## config.mk

```make
export PLATFORM = sky130hd
export DESIGN_NAME = tt_load_drain_ctrl
export DESIGN_NICKNAME = d
export VERILOG_FILES = /design/src/rtl/tt_vpu_ovi_pkg.sv /design/src/rtl/tt_load_drain_ctrl.sv
export SDC_FILE = /design/constraint.sdc
export NUM_CORES = 1
export LEC_CHECK = 0
export CAP_MARGIN = 5
export CORE_MARGIN = 8
export CORE_UTILIZATION = 33
export CTS_CLUSTER_SIZE = 14
export DETAILED_ROUTE_END_ITERATION = 10
export GPL_TIMING_DRIVEN = 0
export PLACE_DENSITY = 0.66
export SLEW_MARGIN = 10
export SYNTH_ARGS = -nofsm -noshare
export SYNTH_HDL_FRONTEND = slang
export SYNTH_SLANG_ARGS = --single-unit
```

## constraint.sdc

```tcl
create_clock -name clk -period 2.09 [get_ports clk]
set_input_delay 0.3135 -clock clk [delete_from_list [all_inputs] [get_ports clk]]
set_output_delay 0.3135 -clock clk [all_outputs]
set_load 0.02 [all_outputs]
```

## src/rtl/tt_vpu_ovi_pkg.sv

```systemverilog
// rtl/tt_vpu_ovi_pkg.sv - shared load-queue sizing and drain FSM state type
package tt_vpu_ovi_pkg;

    // Number of load-queue entries and the width of an entry index.
    localparam int LQ_DEPTH = 8;
    localparam int LQID_W   = $clog2(LQ_DEPTH);

    // Drain controller states.
    typedef enum logic [1:0] {
        DRAIN_IDLE      = 2'd0,
        DRAIN_WAIT_DATA = 2'd1,
        DRAIN_WRITE     = 2'd2,
        DRAIN_DONE      = 2'd3
    } drain_state_e;

    // Next load-queue entry; wraps naturally through the truncating add.
    function automatic logic [LQID_W-1:0] lqid_next(input logic [LQID_W-1:0] id);
        return id + LQID_W'(1);
    endfunction

endpackage

```

## src/rtl/tt_load_drain_ctrl.sv

```systemverilog
// rtl/tt_load_drain_ctrl.sv - walks a load's LQ entries in order, writing each back and retiring it
module tt_load_drain_ctrl #(
    parameter  int LQ_DEPTH    = tt_vpu_ovi_pkg::LQ_DEPTH,
    parameter  int STALL_LIMIT = 255,
    localparam int LQID_W      = $clog2(LQ_DEPTH)
) (
    input  logic                clk,
    input  logic                reset,

    input  logic                i_drain_req,
    input  logic [LQID_W-1:0]   i_drain_ref_count,
    input  logic [LQID_W-1:0]   i_drain_lqid_start,
    output logic                o_draining,

    input  logic [LQ_DEPTH-1:0] i_lq_data_valid,

    output logic                o_wb_valid,
    output logic [LQID_W-1:0]   o_wb_lqid,
    input  logic                i_wb_ready,

    output logic                o_lq_commit,
    output logic [LQID_W-1:0]   o_dest_lqid,

    input  logic                i_flush,
    output logic                o_stall_err
);

    import tt_vpu_ovi_pkg::*;

    localparam int                 STALL_W   = $clog2(STALL_LIMIT + 1);
    localparam logic [STALL_W-1:0] STALL_MAX = STALL_W'(STALL_LIMIT);

    drain_state_e        r_state;
    logic [LQID_W-1:0]   r_ptr;
    logic [LQID_W-1:0]   r_remaining;
    logic [STALL_W-1:0]  r_stall_cnt;
    logic                r_stall_err;

    logic                w_data_ready;
    logic                w_commit;
    logic                w_busy;
    logic                w_stalling;
    logic [STALL_W-1:0]  w_stall_next;

    // Data for the entry under the pointer has come back.
    assign w_data_ready = i_lq_data_valid[r_ptr];

    // A flush in the same cycle suppresses the retirement.
    assign w_commit = (r_state == DRAIN_WRITE) && i_wb_ready && !i_flush;

    // States in which the drain waits on the load queue or the VRF port.
    assign w_busy = (r_state == DRAIN_WAIT_DATA) || (r_state == DRAIN_WRITE);

    // A cycle spent waiting that neither retires an entry nor aborts the drain.
    assign w_stalling = w_busy && !w_commit && !i_flush;

    // Drain FSM: flush wins over every other event, including a new request.
    always_ff @(posedge clk or posedge reset) begin
        if (reset) begin
            r_state     <= DRAIN_IDLE;
            r_ptr       <= '0;
            r_remaining <= '0;
        end else if (i_flush) begin
            r_state <= DRAIN_IDLE;
        end else begin
            case (r_state)
                DRAIN_IDLE: begin
                    if (i_drain_req) begin
                        r_ptr       <= i_drain_lqid_start;
                        r_remaining <= i_drain_ref_count;
                        r_state     <= (i_drain_ref_count == '0) ? DRAIN_DONE
                                                                 : DRAIN_WAIT_DATA;
                    end
                end
                DRAIN_WAIT_DATA: begin
                    if (w_data_ready) begin
                        r_state <= DRAIN_WRITE;
                    end
                end
                DRAIN_WRITE: begin
                    if (i_wb_ready) begin
                        r_ptr       <= r_ptr + LQID_W'(1);
                        r_remaining <= r_remaining - LQID_W'(1);
                        r_state     <= (r_remaining == LQID_W'(1)) ? DRAIN_DONE
                                                                   : DRAIN_WAIT_DATA;
                    end
                end
                DRAIN_DONE: begin
                    r_state <= DRAIN_IDLE;
                end
                default: begin
                    r_state <= DRAIN_IDLE;
                end
            endcase
        end
    end

    // Next stall count: saturating increment while stalled, otherwise cleared.
    always_comb begin
        w_stall_next = '0;
        if (w_stalling) begin
            w_stall_next = (r_stall_cnt == STALL_MAX) ? r_stall_cnt
                                                      : r_stall_cnt + STALL_W'(1);
        end
    end

    // Stall counter and sticky error flag; only reset clears the flag.
    always_ff @(posedge clk or posedge reset) begin
        if (reset) begin
            r_stall_cnt <= '0;
            r_stall_err <= 1'b0;
        end else begin
            r_stall_cnt <= w_stall_next;
            if (w_stalling && (w_stall_next == STALL_MAX)) begin
                r_stall_err <= 1'b1;
            end
        end
    end

    // Outputs are decoded from registered state; only the commit pulse
    // follows the ready handshake within the cycle.
    assign o_draining  = (r_state != DRAIN_IDLE);
    assign o_wb_valid  = (r_state == DRAIN_WRITE);
    assign o_wb_lqid   = r_ptr;
    assign o_lq_commit = w_commit;
    assign o_dest_lqid = r_ptr;
    assign o_stall_err = r_stall_err;

endmodule

```

==> impl_results.md <==
- Tmin final: around 2 ns
- Most used DFF post-synth: dfrtp_1
- Worst-path maximum fanout: 5
- Tot GR Track Use: 0.1053
- Die H: about 77 um
- Total power: 1.807 mW
- I/O pin cnt: 29
- RSZ-0062 raised after global routing: no
- Global route overflow: 0
- Min-delay worst type: input port to async pin
- Die ar.: 5894 um2
- Pre-CTS setup slack: -0.08158 ns
- Number of remaining DRC errors: 0
- Clk root buf: clkbuf_8
- Initial cell density of the core: 0.3380
- IO buf count: 28
- CTS max path bufs: 2
- Worst setup SP type: flop
- Max VDD drop: 0.5387 mV
- Final Util: 0.4511
- R2R Setup Slk: 0.17 ns
- Max Freq: about 0.51 GHz
- Fillers: 345
- Clock Latency Late Sink: 0.25 ns
- Clk_skew: 0.001074 ns
- Die X: between 70 and 80 um
- TritonCTS Sinks: 17
- Commonest cells after routing, fill and taps aside: 26 x clkdlybuf4s50_1, 17 x dfrtp_1, 14 x nor2_1, 12 x inv_1, 9 x nand2_1
- Mapped Avg Cell Area: roughly 9 um2
- Yosys reg bits: 17
- Seq/Total Area, Yosys: 0.3491
- Placed instance count: 213
- Largest net degree at the start of global routing: 18
- CTS tree: done
- Pwr Density: 1111 nW/um2
- Post-detailed-route count of antenna-violating nets: 0
- Final std cells w/o fill: 216
- Max_slew headroom: 0.5572
- Fin. max-slew vios: 0
- Area fraction of the dominant cell type after synthesis: 0.3491
- Vias in the first global route: 1153
- DRT Pass-1 Iters: 4
- Core area: 3606 um2
- Post-CTS Setup Bufs: 0
- Crit path kind: flop to output pin
- Synth area leaders: dfrtp_1 35%, ha_1 7.2%, mux2i_1 5.7%
- Async set or reset register ratio after synthesis: 1.000
- First-pass GRT wire length: 5244 um
- Initial drt markers: 60
- Final period utilization: 0.9467
- H-tree lvl count: 1
- Synth warn: 0
- Count of cell types in the netlist: 42
- Final wirelength: between 3000 and 4000 um
- Pleak: a little under 0.7 nW
- # diodes: 0
- Most common cell after layout, fill and taps aside: clkdlybuf4s50_1
- Cts hold-fix bufs: 0
- Fin worst setup slack: 0.1114 ns
- Syn nets: 163
- Final HPWL DP: 2367 um
- Max-cap violations: 0
- Initial antenna violation count: 0
- Critical Path AT: 1.67 ns
- Vias per inst: 5.102
- Status: completed
- Share of cells above drive strength 1: 0.1131
- Slew @ Worst Pin: 0.6634 ns
- Fin nets: 195
- Synth area leader: dfrtp_1
- Mapped cell area: 1219 um2
- Critical Path Sink Type: output pin
- EDFF count, synth: 0
- Worst hold slack: 0.4574 ns
- Final setup fails: 0
- Vias: between 1000 and 1500
- Hold Vio Cnt, Final: 0
- CP required: 1.78 ns
- Cells after synthesis: ~140
- Total CTS buffers: 3
- Clk slew on worst S/H paths: roughly 0.070 ns
- Area added between synthesis and finish: 33.47%
- Wire per inst: 13.99 um
- Row Count: 22
- GPL Wtd Cong: 0.8565
-- power breakdown --
part	leakage (nW)	internal (mW)	switching [mW]
Clock	0.0228	0.135	0.111
Combinational	0.435	0.523	0.528
Sequential	0.215	0.418	0.0916
-- sequential cells by signal (all words and copies together) (netlist names) --
| signal | cells |
|---|---|
| o_dest_lqid | 3 |
| o_stall_err | 1 |
| r_remaining | 3 |
| r_stall_cnt | 8 |
| r_state | 2 |
-- synth_stat cells, types with 3 or more instances --
master,n
inv_1,12
o21ai_1,6
dfrtp_1,17
nor3_1,4
ha_1,7
clkbuf_1,4
a21oi_1,8
mux2i_1,7
nand3_1,4
nand2b_1,3
buf_4,3
nand2_1,9
buf_2,3
nor2_1,14
-- what timing repair did --
item,in CTS,in global routing
endpoints found under the setup margin,8,8
resized for setup,3,4
gates cloned,0,0
-- worst paths after layout --
kind | end | depth (start not counted) | start
worst max-delay path | o_draining | 4 | r_state[0]$_DFFE_PP0P_
worst max register to register | r_state[0]$_DFFE_PP0P_ | 5 | o_dest_lqid[0]$_DFFE_PP0P_
worst min register to register | o_stall_err$_DFFE_PP0P_ | 2 | o_stall_err$_DFFE_PP0P_
worst min-delay path | r_stall_cnt[5]$_DFF_PP0_ | 2 | reset
min in group clk | o_stall_err$_DFFE_PP0P_ | 2 | o_stall_err$_DFFE_PP0P_
max in group asynchronous | r_state[0]$_DFFE_PP0P_ | 2 | reset
-- area by class of cell --
type                       instances  area, um2  area share
inverter                          13      48.80     0.03000
buffer                            10      60.06     0.03692
clock buffer                       4      45.04     0.02769
sequential                        17      425.4      0.2615
tap                               48      60.06     0.03692
timing repair buffer              28      281.5      0.1731
multi-input combinational         96      705.7      0.4338
-- worst max-delay path: stages (launching register included) --
cell             delay, ns
dfrtp_1               0.40
inv_1                 0.12
ha_2                  0.28
inv_1                 0.07
clkdlybuf4s50_1       0.54
-- stage by stage --
stage,area (um2),setup TNS (ns)
3_3_place_gp,1559,-0.004428
5_1_grt,1627,0
6_report,1627,0
2_1_floorplan,1219,0
4_1_cts,1610,0
3_5_place_dp,1559,-0.3432
-- routing by layer --
| metal | part of all wire | up-vias | global-route usage |
|---|---|---|---|
| li1 | - | 554 | - |
| met4 | 0.0076 | 0 | 0.03654 |
| met2 | 0.50 | 29 | 0.1827 |
| met3 | 0.047 | 4 | 0.02797 |
| met5 | 0 | - | 0 |
| met1 | 0.44 | 515 | 0.1207 |
-- logic make-up after synthesis --
kind of cell,after synthesis,share of synthesized area
fa+ha+maj,7,0.07187
flops,17,0.3491
buf+inv,24,0.09239
compound gates,35,0.2115
simple gates,44,0.1797
mux,9,0.08829
xor+xnor,1,0.007188
(Power assumes the default switching activity.)
